===== config.mk =====
export PLATFORM = sky130hd
export DESIGN_NAME = fs_serial_ctrl
export DESIGN_NICKNAME = d
export VERILOG_FILES = /design/src/rtl/fs_serial_ctrl.sv
export SDC_FILE = /design/constraint.sdc
export NUM_CORES = 1
export LEC_CHECK = 0
export ABC_AREA = 1
export CORE_MARGIN = 10
export CORE_UTILIZATION = 50
export CTS_BUF_LIST = sky130_fd_sc_hd__clkbuf_4 sky130_fd_sc_hd__clkbuf_8
export DETAILED_ROUTE_END_ITERATION = 16
export DONT_BUFFER_PORTS = 1
export GPL_TIMING_DRIVEN = 0
export PLACE_DENSITY_LB_ADDON = 0.2
export SYNTH_ARGS = -nofsm -noshare
export SYNTH_HDL_FRONTEND = slang
export SYNTH_SLANG_ARGS = --single-unit

===== constraint.sdc =====
create_clock -name clk_i -period 2.7 [get_ports clk_i]
set_input_delay 0.54 -clock clk_i [delete_from_list [all_inputs] [get_ports clk_i]]
set_output_delay 0.54 -clock clk_i [all_outputs]
set_load 0.01 [all_outputs]

===== src/rtl/fs_serial_ctrl.sv =====
// rtl/fs_serial_ctrl.sv - bit-serial a-b-bin controller around a 1-bit full-subtractor cell
module fs_serial_ctrl #(
    parameter int WIDTH = 8
) (
    input  logic             clk_i,
    input  logic             rst_i,
    input  logic             start_i,
    input  logic [WIDTH-1:0] a_i,
    input  logic [WIDTH-1:0] b_i,
    input  logic             bin_i,
    output logic             busy_o,
    output logic             done_o,
    output logic [WIDTH-1:0] diff_o,
    output logic             bout_o
);
    localparam int CW = $clog2(WIDTH);

    typedef enum logic [1:0] {
        S_IDLE = 2'd0,
        S_RUN  = 2'd1,
        S_DONE = 2'd2
    } state_t;

    state_t           state_q;
    logic [WIDTH-1:0] a_sh_q, b_sh_q, diff_q;
    logic [CW-1:0]    cnt_q;
    logic             brw_q, bout_q, busy_q, done_q;

    logic             cell_a, cell_b, cell_d, cell_ba;
    logic [WIDTH-1:0] a_sh_d, b_sh_d, diff_d;
    logic [CW-1:0]    cnt_d;
    logic             last_bit;

    assign cell_a  = a_sh_q[0];
    assign cell_b  = b_sh_q[0];
    assign cell_d  = cell_a ^ cell_b ^ brw_q;
    assign cell_ba = (~cell_a & cell_b) | (~cell_a & brw_q) | (cell_b & brw_q);

    assign a_sh_d   = {1'b0, a_sh_q[WIDTH-1:1]};
    assign b_sh_d   = {1'b0, b_sh_q[WIDTH-1:1]};
    assign diff_d   = {cell_d, diff_q[WIDTH-1:1]};
    assign cnt_d    = cnt_q + 1'b1;
    assign last_bit = (cnt_q == CW'(WIDTH - 1));

    // DONE accepts a new start exactly like IDLE so held start runs back-to-back
    always_ff @(posedge clk_i) begin
        if (rst_i) begin
            state_q <= S_IDLE;
            a_sh_q  <= '0;
            b_sh_q  <= '0;
            diff_q  <= '0;
            cnt_q   <= '0;
            brw_q   <= 1'b0;
            bout_q  <= 1'b0;
            busy_q  <= 1'b0;
            done_q  <= 1'b0;
        end else begin
            case (state_q)
                S_RUN: begin
                    a_sh_q <= a_sh_d;
                    b_sh_q <= b_sh_d;
                    diff_q <= diff_d;
                    brw_q  <= cell_ba;
                    cnt_q  <= cnt_d;
                    if (last_bit) begin
                        bout_q  <= cell_ba;
                        busy_q  <= 1'b0;
                        done_q  <= 1'b1;
                        state_q <= S_DONE;
                    end
                end
                S_IDLE, S_DONE: begin
                    done_q <= 1'b0;
                    if (start_i) begin
                        a_sh_q  <= a_i;
                        b_sh_q  <= b_i;
                        brw_q   <= bin_i;
                        cnt_q   <= '0;
                        diff_q  <= '0;
                        busy_q  <= 1'b1;
                        state_q <= S_RUN;
                    end else begin
                        busy_q  <= 1'b0;
                        state_q <= S_IDLE;
                    end
                end
                default: begin
                    busy_q  <= 1'b0;
                    done_q  <= 1'b0;
                    state_q <= S_IDLE;
                end
            endcase
        end
    end

    assign busy_o = busy_q;
    assign done_o = done_q;
    assign diff_o = diff_q;
    assign bout_o = bout_q;
endmodule


# Yosys cells after proc, flatten, opt, wreduce, memory -nomap -nowiden
# Index checks and enable logic that the tools add are counted.
# classes
reduce_logical	6
bitwise_logic	9
n_eq_ne	5
addsub	1
muxes	16
# op_table
op	n
8-bit case mux with 2 select lines	3
8-bit 2-to-1 mux	3
3-bit case mux with 2 select lines	1
1-bit 2-to-1 mux	4
2-bit != test, second input constant	2
1-bit case mux with 2 select lines	2
2-bit case mux with 2 select lines	1
2-bit AND reduction	2
2-bit OR reduction	2
3-bit by 1-bit adder with 3-bit output, second input constant	1
1-bit bitwise AND	3
3-bit equality test, second input constant	1
3-bit 2-to-1 mux	1
2-bit by 1-bit equality test with 1-bit output, second input constant	1
2-bit equality test, second input constant	1
2-bit zero test	1
2-bit 2-to-1 mux	1
1-bit inverter	2
1-bit bitwise OR	2
2-bit nonzero test	1
1-bit XOR	2
# totals
output_inout_bits	11
word_cells	46
in_bits	20
ff_bits	33

# Longest topological paths before layout
# logic_depth
word_depth	5
mapped_depth	8
depth_no_buf	6

# Worst setup path before layout
# OpenSTA, ideal clock, no wires.
# synth_timing
path_type	register to register
from	register, netlist name busy_o
to	register diff_q[1], in the netlist diff_o[1]
stages_incl_launch_ff	8
arrival_time_ps	983
t_required_ps	2576
n_path_buf	3
period_less_slack_ps	1107
slack_ps	1593
setup_ps	124
cell_sequence	dfxtp_1 -> buf_6 -> inv_6 -> nand2_8 -> buf_8 -> buf_12 -> nand3_2 -> a21oi_2
# synth_rtl
element	line	text
end signal, assigned	62	diff_q <= diff_d;
end, declared	25	logic [WIDTH-1:0] a_sh_q, b_sh_q, diff_q;

# Worst setup path in the final report
# layout_timing
from	register diff_q[2], in the netlist diff_o[2]
to	output diff_o[2]
# layout_rtl
element	line	text
end, declared	13	output logic [WIDTH-1:0] diff_o,
# No word-level cell between the ends.

==> run_results.csv <==
group,metric,value,unit
layout,antenna_cells,0,
worst_setup_path,critPathArrivalTime,0.78,ns
logic_synthesis,yosys-top-cells-count,"nand2_1 (74), nor2_1 (35), dfxtp_1 (32)",
routing,num_vias,1302,
worst_setup_path,worst-path-stages,0,
routing,route.detailed.drc,0,
timing,finalSetupTns,0,ns
floorplan,die_area,0.006016,mm2
clock_tree,cts_root_buf,"clkbuf_4",
floorplan,io_pins,31,
logic_synthesis,synth_enable_flop_cells,0,
logic_synthesis,netlist.area_leader.share,0.3867,
global_routing,gr-usage-all-layers,0.1216,
layout,syn_to_final_growth,9.063,%
timing,period_needed,1.319,ns
logic_synthesis,ys_seq_area_frac,0.3867,
clock_tree,ctsResizeCount,0,
power_and_ir_drop,pwr-share-comb,0.173,
clock_tree,cts_tree,"yes",
routing,drt-total-wl,3440,um
layout,multiInputGateArea,800.8,um2
routing,dr.first_iter.drc_count,80,
logic_synthesis,synth_cell_types,23,
layout,fillCellCount,329,
flow_run,drv_cap,0,
placed_design,port_buffers,0,
logic_synthesis,yosysWarnings,0,
power_and_ir_drop,clkPwrFrac,0.365,
placed_design,gp_congestion,0.7514,
min_path,worstHoldPathCells,1,
routing,drt_pass1_iterations,4,
run_status,status,"finished clean",
global_routing,first_global_vias,1286,
power_and_ir_drop,pwr-share-seq,0.462,
layout,drive_gt1_frac,0.1992,
routing,ant_nets,0,
timing,max_slew_margin,0.8243,
clock_tree,clk_latency,0.34,ns
clock_tree,post_cts_buffers,0,
worst_setup_path,required,2.16,ns
global_routing,grt_pass1_wl,5975,um
global_routing,antenna_found_initial,0,
layout,nets,258,
power_and_ir_drop,netSwitchingPower,302.2,uW
routing,via_per_inst,4.650,
worst_setup_path,worstPathMaxFanout,3,
layout,finalNonFillerCells,280,
placed_design,dp_hpwl,2464,um
timing,worst_pin_slew,0.2619,ns
floorplan,die_h,77.56,um
timing,drv_slew,0,
timing,fin_crit_sh,0.4885,
logic_synthesis,synthArstFlopShare,0,
global_routing,grt-ovfl-total,0,
worst_setup_path,endpoint_kind,"primary output",
timing,hold_viol_final,0,
logic_synthesis,synth_nets,251,
routing,wl_per_cell,12.29,um
logic_synthesis,syn_area,0.001657,mm2
clock_tree,cts_buffers,5,
worst_setup_path,critPathLaunchType,"flop",
logic_synthesis,ys_seq_elements,32,
power_and_ir_drop,switching_share,0.2676,
logic_synthesis,synth.largest_area_cell,"dfxtp_1",
logic_synthesis,netlist_top_cells_area,"dfxtp_1 (39%), nand2_1 (17%), nor2_1 (7.9%)",
timing,clock.fmax,0.7581,GHz
logic_synthesis,ys.flop_type,"dfxtp_1",
min_path,hold_class,"in -> reg",
timing,skew,0.008859,ns
clock_tree,cts_sinks,32,
power_and_ir_drop,power_density,625.1,mW/mm2
layout,regArea,640.6,um2
logic_synthesis,synthCells,228,
timing,setup_viol,0,
floorplan,coreArea,0.003103,mm2
placed_design,placedCellCount,272,
clock_tree,htree_num_levels,2,
timing,rsz0062_at_grt,"false",
clock_tree,clockBufferDepth,2,
power_and_ir_drop,ir_drop,0.0002897,V
worst_setup_path,crit_type,"reg -> out",
clock_tree,cts_hold_buffers,0,
power_and_ir_drop,p_int,827.2,uW
logic_synthesis,post-synth-top-count-cell,"nand2_1",
logic_synthesis,avgSynthCellArea,7.266,um2
clock_tree,clkTransAtPathRegs,0.10,ns
worst_setup_path,ff2ff_path_depth,8,
floorplan,start_util,0.5339,
floorplan,die_w,77.56,um
power_and_ir_drop,p_leak,0.8021,nW
floorplan,row_count,20,
global_routing,grt_max_degree,11,
==> final timing paths <==
kind                                        startpoint                     to  slack, ns
worst max-delay path            diff_o[2]$_SDFFE_PP0P_              diff_o[2]       1.38
worst min-delay path                             rst_i  cnt_q[1]$_SDFFE_PP0P_       0.25
worst max register to register     busy_o$_SDFFE_PP0P_  cnt_q[0]$_SDFFE_PP0P_       1.45
worst min register to register   cnt_q[1]$_SDFFE_PP0P_  cnt_q[1]$_SDFFE_PP0P_       0.48
==> power groups by stage <==
stage          sequential [mW]  combinational (mW)  clock (mW)
2_1_floorplan            0.529               0.165           0
3_3_place_gp             0.532               0.196           0
3_5_place_dp             0.533               0.197           0
6_report                 0.521               0.196       0.413
4_1_cts                  0.522               0.198       0.420
5_1_grt                  0.526               0.227       0.442
==> layout make-up <==
class                   count  area share
clock inverters             1     0.01662
plain buffers              13     0.06856
inverters                  23     0.05055
multi-input cells         160      0.4432
clock buffers               7     0.03601
well taps                  44     0.03047
flip-flops and latches     32      0.3546
==> cell families after synthesis <==
| logic type | Yosys count | synth area share |
|---|---|---|
| buffers and inverters | 36 | 0.1299 |
| AOI/OAI and AO/OA | 15 | 0.06797 |
| DFF | 32 | 0.3867 |
| adders and majority gates | 3 | 0.02719 |
| and+or+nand+nor | 142 | 0.3882 |
==> per-stage QoR <==
step / area, um2 / hold WS, ns / utilization / setup WS (ns) / total power, mW
floorplan: 1657 / 0.4508 / - / 1.593 / 0.6934
global placement: 1712 / 0.4669 / 0.5516 / 1.414 / 0.7282
detailed placement: 1712 / 0.4759 / 0.5516 / 1.417 / 0.7293
CTS: 1807 / 0.2446 / 0.5823 / 1.360 / 1.140
global route: 1807 / 0.2341 / 0.5823 / 1.316 / 1.195
finish: 1807 / 0.2537 / 0.5823 / 1.381 / 1.129
==> state kept, by name, summed over array words and instances, names as in the netlist <==
| register | count |
|---|---|
| diff_o | 8 |
| brw_q | 1 |
| b_sh_q | 8 |
| busy_o | 1 |
| bout_o | 1 |
| cnt_q | 3 |
| done_o | 1 |
| a_sh_q | 8 |
| state_q | 1 |
==> per-layer routing <==
metal  GRT usage  part of all wire
met1      0.1473              0.46
met2      0.1856              0.45
met3     0.05876             0.073
met4     0.03832             0.011
met5           0                 0
==> placed cells by master (no fill, tap or decap), drive strengths merged <==
cell     n
inv     22
clkinv   1
clkbuf   7
buf     13
nand2   77
nand3   28
bufinv   1
dfxtp   32
fa       1
a21oi   13
nor2    36
ha       2
nor3     1
o21ai    2
(Power assumes the default switching activity.)
